**src/rtl/reg_rmw_seq.sv**
```systemverilog
// rtl/reg_rmw_seq.sv - read-modify-write sequencer for an external register file
// Define REG_RMW_SEQ_FWD_EN to forward the last written value to a same-address follow-up request.
module reg_rmw_seq #(
    parameter int D_WIDTH = 16,
    parameter int REG_NO  = 16,
    parameter int A_WIDTH = 4
) (
    input  logic               clk,
    input  logic               rst,
    input  logic               req_valid,
    output logic               req_ready,
    input  logic [1:0]         req_op,
    input  logic [A_WIDTH-1:0] req_addr,
    input  logic [D_WIDTH-1:0] req_operand,
    output logic               rsp_valid,
    output logic [D_WIDTH-1:0] rsp_data,
    output logic               rsp_zr,
    output logic               rsp_ng,
    output logic               rf_cs,
    output logic               rf_we,
    output logic [A_WIDTH-1:0] rf_addr,
    output logic [D_WIDTH-1:0] rf_din,
    input  logic [D_WIDTH-1:0] rf_dout
);

    typedef enum logic [1:0] {S_IDLE, S_RD, S_WR, S_RSP} state_t;

    localparam logic [1:0] OP_ADD  = 2'b00;
    localparam logic [1:0] OP_SUB  = 2'b01;
    localparam logic [1:0] OP_AND  = 2'b10;
    localparam logic [1:0] OP_SWAP = 2'b11;

    if (REG_NO < 1 || REG_NO > (1 << A_WIDTH)) begin : g_cfg_check
        $error("reg_rmw_seq: REG_NO must lie in 1 .. 2**A_WIDTH");
    end

    state_t               state_q, state_d;
    logic [1:0]           op_q, op_d;
    logic [A_WIDTH-1:0]   addr_q, addr_d;
    logic [D_WIDTH-1:0]   opnd_q, opnd_d;
    logic [D_WIDTH-1:0]   new_q, new_d;
    logic [D_WIDTH-1:0]   old_q, old_d;
    logic [A_WIDTH-1:0]   last_addr_q, last_addr_d;
    logic [D_WIDTH-1:0]   last_din_q, last_din_d;
    logic [D_WIDTH-1:0]   rsp_q, rsp_d;
    logic                 zr_q, zr_d;
    logic                 ng_q, ng_d;
    logic                 fwd_hit;
    logic [D_WIDTH-1:0]   old_val;
    logic [D_WIDTH-1:0]   new_val;

`ifdef REG_RMW_SEQ_FWD_EN
    logic                 tag_vld_q;
    logic                 fwd_q;
    logic [A_WIDTH-1:0]   tag_addr_q;
    logic [D_WIDTH-1:0]   tag_val_q;

    // The tag mirrors the register file exactly because this block is its only writer.
    assign fwd_hit = tag_vld_q && (req_addr == tag_addr_q);
    assign old_val = fwd_q ? tag_val_q : rf_dout;

    always_ff @(posedge clk or posedge rst) begin
        if (rst) begin
            tag_vld_q  <= 1'b0;
            fwd_q      <= 1'b0;
            tag_addr_q <= '0;
            tag_val_q  <= '0;
        end else begin
            if (state_q == S_IDLE && req_valid) begin
                fwd_q <= fwd_hit;
            end
            if (state_q == S_WR) begin
                tag_vld_q  <= 1'b1;
                tag_addr_q <= addr_q;
                tag_val_q  <= new_val;
            end
        end
    end
`else
    assign fwd_hit = 1'b0;
    assign old_val = rf_dout;
`endif

    always_comb begin
        case (op_q)
            OP_ADD:  new_val = old_val + opnd_q;
            OP_SUB:  new_val = old_val - opnd_q;
            OP_AND:  new_val = old_val & opnd_q;
            default: new_val = opnd_q;
        endcase
    end

    always_ff @(posedge clk or posedge rst) begin
        if (rst) begin
            state_q     <= S_IDLE;
            op_q        <= '0;
            addr_q      <= '0;
            opnd_q      <= '0;
            new_q       <= '0;
            old_q       <= '0;
            last_addr_q <= '0;
            last_din_q  <= '0;
            rsp_q       <= '0;
            zr_q        <= 1'b0;
            ng_q        <= 1'b0;
        end else begin
            state_q     <= state_d;
            op_q        <= op_d;
            addr_q      <= addr_d;
            opnd_q      <= opnd_d;
            new_q       <= new_d;
            old_q       <= old_d;
            last_addr_q <= last_addr_d;
            last_din_q  <= last_din_d;
            rsp_q       <= rsp_d;
            zr_q        <= zr_d;
            ng_q        <= ng_d;
        end
    end

    always_comb begin
        state_d     = state_q;
        op_d        = op_q;
        addr_d      = addr_q;
        opnd_d      = opnd_q;
        new_d       = new_q;
        old_d       = old_q;
        last_addr_d = last_addr_q;
        last_din_d  = last_din_q;
        rsp_d       = rsp_q;
        zr_d        = zr_q;
        ng_d        = ng_q;
        req_ready   = (state_q == S_IDLE) & ~rst;
        rsp_valid   = 1'b0;
        rf_cs       = 1'b0;
        rf_we       = 1'b0;
        rf_addr     = last_addr_q;
        rf_din      = last_din_q;
        rsp_data    = rsp_q;
        rsp_zr      = zr_q;
        rsp_ng      = ng_q;
        case (state_q)
            S_IDLE: begin
                if (req_valid && req_ready) begin
                    op_d    = req_op;
                    addr_d  = req_addr;
                    opnd_d  = req_operand;
                    state_d = fwd_hit ? S_WR : S_RD;
                end
            end
            S_RD: begin
                rf_cs   = 1'b1;
                rf_addr = addr_q;
                state_d = S_WR;
            end
            S_WR: begin
                rf_cs       = 1'b1;
                rf_we       = 1'b1;
                rf_addr     = addr_q;
                rf_din      = new_val;
                new_d       = new_val;
                old_d       = old_val;
                last_addr_d = addr_q;
                last_din_d  = new_val;
                state_d     = S_RSP;
            end
            S_RSP: begin
                rsp_valid = 1'b1;
                rsp_data  = (op_q == OP_SWAP) ? old_q : new_q;
                rsp_zr    = (rsp_data == '0);
                rsp_ng    = rsp_data[D_WIDTH-1];
                rsp_d     = rsp_data;
                zr_d      = rsp_zr;
                ng_d      = rsp_ng;
                state_d   = S_IDLE;
            end
            default: state_d = S_IDLE;
        endcase
    end

endmodule

```
**config.mk**
```make
export PLATFORM = sky130hd
export DESIGN_NAME = reg_rmw_seq
export DESIGN_NICKNAME = d
export VERILOG_FILES = /design/src/rtl/reg_rmw_seq.sv
export SDC_FILE = /design/constraint.sdc
export NUM_CORES = 1
export LEC_CHECK = 0
export CAP_MARGIN = 20
export CORE_UTILIZATION = 58
export DETAILED_ROUTE_END_ITERATION = 10
export GPL_TIMING_DRIVEN = 0
export PLACE_DENSITY = 0.94
export RECOVER_POWER = 50
export SLEW_MARGIN = 5
export SYNTH_ARGS = -nofsm -noshare
export SYNTH_HDL_FRONTEND = slang
export SYNTH_SLANG_ARGS = --single-unit
```
**constraint.sdc**
```tcl
create_clock -name clk -period 9.8 [get_ports clk]
set_input_delay 0.98 -clock clk [delete_from_list [all_inputs] [get_ports clk]]
set_output_delay 0.98 -clock clk [all_outputs]
set_load 0.1 [all_outputs]
```
# Word level (Yosys, flattened, before mapping)
# Index checks and enable logic that the tools add are counted.
# totals
wordCells	41
n_memories	0
latchBits	0
ff_bits	94
rom_bits	0
in_bits	41
out_inout_bits	42
ramBits	0
# op_classes
n_bitwise	3
n_lt_le_gt_ge	0
reduce_logical	6
div	0
addsub	2
shift	0
muxes	12
n_eq_ne	7
mul	0
# ops
op	n
two-way mux 16 bit	3
one-hot mux 16 bit (3 select lines)	1
adder 16 bit	1
AND 16 bit	1
logical NOT 16 bit	1
subtractor 16 bit	1
== test 2 bit, second input constant	4
one-hot mux 2 bit (4 select lines)	1
two-way mux 1 bit	5
== test 2 x 1 -> 1 bit, second input constant	2
logical NOT 2 bit	2
two-way mux 4 bit	1
two-way mux 2 bit	1
!= test 2 x 1 -> 1 bit, second input constant	1
AND reduction 2 bit	1
OR reduction 2 bit	1
AND 1 bit	1
logical AND 1 bit	1
NOT 1 bit	1

# Logic depth before layout (Yosys ltp)
# Gate-level depths: netlist of run 1.
# depth
depth_word	5
ltp_mapped	13
ltp_nobuf	13

# Least setup slack after synthesis of run 1
# OpenSTA, ideal clock, no wires.
# synth_timing
path_type	input -> output
startpoint	input port rf_dout[0]
endpoint	output port rf_din[10]
path_slack_ps	4472
arrival_time_ps	4348
stages	9
n_path_buf	0
required_ps	8820
path_cell_list	inv_1 ha_1 fa_1 nor2b_1 o2111ai_1 a21oi_1 or3_1 a21oi_1 nor3_1
# synth_between
elab_chain_cells	3
elab_cells_between_ends	4
classes_between	2 x add/sub; 2 x mux
# synth_rtl
element	line_no	rtl
from (decl)	23	input logic [D_WIDTH-1:0] rf_dout
subtractor 16 bit / adder 16 bit (equally long branches)	87, 86	
one-hot mux 16 bit (3 select lines) (*)	85	case (op_q)
two-way mux 16 bit (*)	-	
to (decl)	22	output logic [D_WIDTH-1:0] rf_din,
# Every way passes the cells marked *; elsewhere a longest branch is shown, timed or not.

# Final worst setup path of run 1
# layout_timing
startpoint	register opnd_q[4]
endpoint	output port rf_din[15]
# layout_between
elab_chain_cells	3
elab_cells_between_ends	4
classes_between	2 x add/sub; 2 x mux
# layout_rtl
element	line_no	rtl
from (decl)	40	logic [D_WIDTH-1:0] opnd_q, opnd_d;
from (signal assigned)	110	opnd_q <= opnd_d;
subtractor 16 bit / adder 16 bit (equally long branches)	87, 86	
one-hot mux 16 bit (3 select lines) (*)	85	
two-way mux 16 bit (*)	-	
# Marks and branches as above.

==> impl_metrics.env, run 1 <==
export IMPL_status="finished with violations"
export IMPL_reg2regPathDepth=12
export IMPL_synth_seq_cells=94
export IMPL_syn_inst=535
export IMPL_synthArstFlopShare_pct=100
export IMPL_grt_max_degree=50
export IMPL_cts_buffer_depth=2
export IMPL_die_area_sq_um=9470
export IMPL_via_count=4558
export IMPL_min_period_over_period_pct=61.4
export IMPL_synth_cell_types=49
export IMPL_drive_gt1_share_pct=11.4
export IMPL_worstSetupStartpointType="register"
export IMPL_port_buffer_count=82
export IMPL_r2r_start="opnd_q[4]"
export IMPL_cts_hold_fix_buffers=0
export IMPL_cts_repair_resized=0
export IMPL_synth_flop_cell="dfrtp_1"
export IMPL_rsz0062_at_grt="false"
export IMPL_ys_warn_count=0
export IMPL_clk_pin_slew_ns=0.10
export IMPL_fin_setup_tns_ns=0
export IMPL_max_freq_ghz=0.166
export IMPL_grt_pass1_wl_um=23100
export IMPL_hpwlAfterDp_um=11100
export IMPL_grt_overflow=0
export IMPL_setup_slack_ns=3.78
export IMPL_antenna_found_initial=0
export IMPL_final_cells=742
export IMPL_drv_cap=2
export IMPL_finalSetupViolations=0
export IMPL_coreArea_sq_um=8760
export IMPL_violations="max-capacitance violations, max-slew violations"
export IMPL_grt_pass1_vias=4607
export IMPL_row_count=34
export IMPL_place_congestion=0.931
export IMPL_insertion_delay_ns=0.36
export IMPL_yosys_area_top_type="dfrtp_1"
export IMPL_finalNetCount=691
export IMPL_arrival_ns=5.04
export IMPL_relSlewSlack_pct=-69.3
export IMPL_num_io_pins=83
export IMPL_place_area_sq_um=6260
export IMPL_crit_start="opnd_q[4]"
export IMPL_finalMaxSlewViolations=97
export IMPL_finalCriticalPeriod_ns=6.02
export IMPL_clock_sinks=94
export IMPL_wl_um=14200
export IMPL_clockRootBuffer="clkbuf_8"
export IMPL_antenna_cells=0
export IMPL_rr_endpoint="last_din_q[15]"
export IMPL_max_slew_worst_pin_slew_ns=2.54
export IMPL_synth_seq_area_share_pct=44.6
export IMPL_die_x_um=97.3
export IMPL_syn2layout_area_growth_pct=21.8
export IMPL_synth_net_count=597
export IMPL_drc=0
export IMPL_pre_cts_slack_ns=3.86
export IMPL_fin_worst_skew_ns=0.0133
export IMPL_netlist_area_sq_um=5270
export IMPL_first_iter_violations=280
export IMPL_die_h_um=97.3
export IMPL_cts_buffers=9
export IMPL_post_cts_setup_buffers=0
export IMPL_htreeDepth=3
export IMPL_synth_edf_count=0
export IMPL_routedWlPerCell_um=19.1
export IMPL_cp_end_kind="primary output"
export IMPL_first_pass_iters=7
export IMPL_critical_path_class="reg2out"
export IMPL_r2r_slack_ns=6.00
export IMPL_cp_data_required_time_ns=8.82
export IMPL_hold_path_class="reg2reg"
export IMPL_drt_vias_per_instance=6.14
export IMPL_worstPathMaxFanout=8
export IMPL_drtAntennaViolNets=0
export IMPL_syn_avg_cell_area_sq_um=9.85
export IMPL_cts_tree="done"
export IMPL_initial_core_util_pct=60.1
export IMPL_cp_endpoint="rf_din[15]"
export IMPL_yosysTopAreaCellShare_pct=44.6
export IMPL_synth_area_leaders="dfrtp_1 (45%), mux2_2 (10%), ha_1 (4.7%)"
export IMPL_dp_cells=726
export IMPL_grt_usage_pct=31.0
export IMPL_hold_viol_final=0
export IMPL_fin_area_sq_um=6420
stage by stage:
| stage | utilization (%) | hold slack, ns |
|---|---|---|
| after floorplan | - | 0.472 |
| after global placement | 71.0 | 0.462 |
| after detailed placement | 71.4 | 0.473 |
| after CTS | 73.5 | 0.497 |
| after global routing | 73.2 | 0.530 |
| final | 73.2 | 0.499 |
worst max-delay path, cell delays in order, from the launching register on:
cell	delay, ns
dfrtp_1	0.49
nor4_4	0.41
nand3b_1	0.17
or4_4	0.48
nand2_1	0.10
xor2_1	0.16
ha_1	0.33
a21o_1	0.23
o21bai_1	0.18
a311o_1	0.33
a31oi_2	0.33
mux2i_1	0.15
nand3_1	0.16
clkdlybuf4s50_1	1.16
registers in the layout, summed over array words and instances, names as in the netlist:
| register | count |
|---|---|
| opnd_q | 16 |
| zr_q | 1 |
| ng_q | 1 |
| old_q | 16 |
| new_q | 16 |
| addr_q | 4 |
| rsp_q | 16 |
| last_addr_q | 4 |
| state_q | 2 |
| last_din_q | 16 |
| op_q | 2 |
kinds of logic after synthesis:
family / Yosys count / synth area share (%)
AOI/OAI and AO/OA: 122 / 14.5
xor gates and xnor gates: 19 / 3.16
adders and majority gates: 21 / 5.13
buffers and inverters: 43 / 3.09
DFF: 94 / 44.6
muxes: 68 / 14.0
and+or+nand+nor: 168 / 15.5
worst min path at each step:
stage             startpoint       endpoint  slack [ns]  depth (start not counted)
3_5_place_dp   last_din_q[2]  last_din_q[2]        0.47                          1
5_1_grt            rsp_q[15]      rsp_q[15]        0.53                          1
6_report           rsp_q[15]      rsp_q[15]        0.50                          1
2_1_floorplan       new_q[8]       new_q[8]        0.47                          1
4_1_cts        last_din_q[2]  last_din_q[2]        0.50                          1
3_3_place_gp            ng_q           ng_q        0.46                          1
per-layer routing:
layer  up-vias  part of all wire, %  global-route usage [%]
met3        21                  6.2                    5.04
met1      2221                   43                    41.7
met4         0                  1.5                    8.14
li1       2110                    -                       -
met2       206                   49                    52.5
met5         -                    0                       0
area by class of cell:
| cell class | count | area (sq um) |
|---|---|---|
| multi-input cells | 398 | 2760 |
| plain buffers | 28 | 106 |
| repair buffers | 83 | 825 |
| clock inverters | 7 | 62.6 |
| well taps | 108 | 135 |
| flip-flops and latches | 94 | 2350 |
| inverters | 15 | 57.6 |
| fillers | 653 | 2350 |
| clock buffers | 9 | 124 |
cell usage after synthesis, types with 8 or more instances:
| cell | instances |
|---|---|
| a21oi_1 | 43 |
| clkbuf_1 | 22 |
| dfrtp_1 | 94 |
| ha_1 | 20 |
| inv_1 | 15 |
| mux2_2 | 47 |
| mux2i_1 | 21 |
| nand2_1 | 30 |
| nand3_1 | 15 |
| nor2_1 | 66 |
| nor3_1 | 12 |
| nor4_1 | 12 |
| o211ai_1 | 13 |
| o21a_1 | 9 |
| o21ai_0 | 31 |
| xnor2_1 | 11 |
| xor2_1 | 8 |
layout by cell type, fill, tap and decap left out, types with 3 or more instances in the layout:
cell	instances
o211ai_1	13
a21o_1	4
a31oi_1	4
clkbuf_8	9
ha_1	20
clkbuf_1	24
nor3_1	12
xnor2_1	11
o21a_1	9
mux2_2	47
o211a_1	4
nand2b_1	5
o21bai_1	3
inv_1	14
clkdlybuf4s50_1	81
mux2i_1	21
nor2b_1	5
dfrtp_1	94
buf_1	4
nand4_1	3
o21ai_0	31
nand3_1	15
a21oi_1	43
nand2_1	30
xor2_1	8
and3_1	6
nor4_1	12
nor2_1	66
Power of run 1 is not shown: default switching activity piles up to over one toggle a cycle in this logic, so the estimate is an artifact.
==> run 2, diff against run 1 <==
CORE_UTILIZATION = 54   (was 58)
PLACE_DENSITY = 0.89   (was 0.94)
clock period = 5.9 ns   (was 9.8 ns; I/O delays follow)
==> impl_metrics.env, run 2 (synthesis gave the netlist of run 1 again) <==
export IMPL_drv_cap=2
export IMPL_critical_path_class="reg2out"
export IMPL_drc=0
export IMPL_htreeDepth=3
export IMPL_hold_path_end="rsp_q[15]"
export IMPL_cp_data_required_time_ns=5.31
export IMPL_first_pass_iters=6
export IMPL_row_count=35
export IMPL_finalSetupViolations=0
export IMPL_hold_viol_final=0
export IMPL_finalCriticalPeriod_ns=5.61
export IMPL_cts_buffer_depth=2
export IMPL_clockRootBuffer="clkbuf_8"
export IMPL_hpwlAfterDp_um=10800
export IMPL_max_freq_ghz=0.178
export IMPL_layout_common_cells="dfrtp_1 (94), clkdlybuf4s50_1 (81), nor2_1 (66)"
export IMPL_layout_commonest_cell="dfrtp_1"
export IMPL_antenna_found_initial=0
export IMPL_drive_gt1_share_pct=11.4
export IMPL_relSlewSlack_pct=-109
export IMPL_grt_max_degree=60
export IMPL_grt_pass1_vias=4450
export IMPL_wl_um=14400
export IMPL_initial_core_util_pct=56.5
export IMPL_fin_setup_tns_ns=0
export IMPL_die_x_um=101
export IMPL_status="finished with violations"
export IMPL_cts_hold_fix_buffers=0
export IMPL_dp_cells=747
export IMPL_r2r_start="opnd_q[4]"
export IMPL_arrival_ns=5.02
export IMPL_violations="max-capacitance violations, max-slew violations"
export IMPL_routedWlPerCell_um=18.8
export IMPL_cts_buffers=9
export IMPL_syn2layout_area_growth_pct=22.6
export IMPL_grt_overflow=0
export IMPL_worstPathMaxFanout=8
export IMPL_cts_tree="done"
export IMPL_drtAntennaViolNets=0
export IMPL_grt_usage_pct=30.0
export IMPL_critPathMaxStageDelay_ns=1.15
export IMPL_die_h_um=101
export IMPL_grt_pass1_wl_um=22800
export IMPL_setup_slack_ns=0.290
export IMPL_hold_path_class="reg2reg"
export IMPL_r2r_slack_ns=2.15
export IMPL_slowest_stage="clkdlybuf4s50_1"
export IMPL_cts_repair_resized=0
export IMPL_rr_endpoint="last_din_q[15]"
export IMPL_worstSetupStartpointType="register"
export IMPL_max_slew_worst_pin_slew_ns=3.14
export IMPL_cp_top_family="simple AND/OR/NAND/NOR gates"
export IMPL_first_iter_violations=370
export IMPL_pre_cts_slack_ns=0.758
export IMPL_worstPathCellList="nor4_4 -> nand3b_1 -> or4_4 -> nand2_1 -> xor2_1 -> ha_1 -> a21o_1 -> o21bai_1 -> a311o_1 -> a31oi_2 -> mux2i_1 -> nand3_1 -> clkdlybuf4s50_1"
export IMPL_fin_worst_skew_ns=0.0159
export IMPL_hold_ws_ns=0.487
export IMPL_num_io_pins=83
export IMPL_rsz0062_at_grt="false"
export IMPL_coreArea_sq_um=9330
export IMPL_final_cells=763
export IMPL_min_period_over_period_pct=95.1
export IMPL_hold_path_depth=1
export IMPL_cp_end_kind="primary output"
export IMPL_crit_buf_inv=1
export IMPL_drt_vias_per_instance=5.97
export IMPL_antenna_cells=0
export IMPL_nFillCells=740
export IMPL_die_area_sq_um=10200
export IMPL_clock_sinks=94
export IMPL_clk_pin_slew_ns=0.09
export IMPL_finalMaxSlewViolations=97
export IMPL_port_buffer_count=82
export IMPL_insertion_delay_ns=0.38
export IMPL_reg2regPathDepth=12
export IMPL_place_congestion=0.911
export IMPL_post_cts_setup_buffers=0
export IMPL_via_count=4553
export IMPL_finalNetCount=691
export IMPL_min_delay_start="rsp_q[15]"
run 2: final cells by class:
class | count | area, sq um | area share, %
inverter | 15 | 57.6 | 0.891
timing repair buffer | 83 | 825 | 12.8
clock buffer | 9 | 124 | 1.92
clock inverter | 7 | 80.1 | 1.24
sequential | 94 | 2350 | 36.4
multi-input combinational | 398 | 2760 | 42.6
buffer | 28 | 106 | 1.65
tap | 129 | 161 | 2.50
run 2: worst max path at each step:
stage          startpoint          to  slack [ns]  cells past startpoint
2_1_floorplan   opnd_q[4]  rf_din[10]        0.99                     12
3_3_place_gp    opnd_q[4]  rf_din[15]        0.80                     13
3_5_place_dp    opnd_q[4]  rf_din[15]        0.76                     13
4_1_cts         opnd_q[4]  rf_din[15]        0.34                     13
5_1_grt         opnd_q[4]  rf_din[15]        0.16                     13
6_report        opnd_q[4]  rf_din[15]        0.29                     13
run 2: metrics by stage:
step	util (%)	cell area (sq um)
after global placement	67.0	6250
after detailed placement	67.4	6280
final	69.3	6460
after floorplan	-	5270
after global routing	69.3	6460
after CTS	69.5	6490
run 2: worst register-to-register path, stage by stage (launching register included):
cell      delay, ns
dfrtp_1        0.49
nor4_4         0.42
nand3b_1       0.15
or4_4          0.47
nand2_1        0.10
xor2_1         0.17
ha_1           0.33
a21o_1         0.23
o21bai_1       0.17
a311o_1        0.34
a31oi_2        0.33
mux2i_1        0.26
nand3_1        0.15
run 2: layer usage:
metal / global-route usage [%] / part of all wire (%)
met2: 49.7 / 48
met5: 0 / 0
met4: 9.48 / 1.6
met1: 39.7 / 43
met3: 6.17 / 7.2
Power of run 2 is left out for the same reason.
==> run 3, diff against run 2 <==
CTS_CLUSTER_SIZE = 12   (was unset)
==> results of run 3 <==
No change in the layout: final DEF, timing and power equal those of run 2.
Power of run 3 is left out for the same reason.
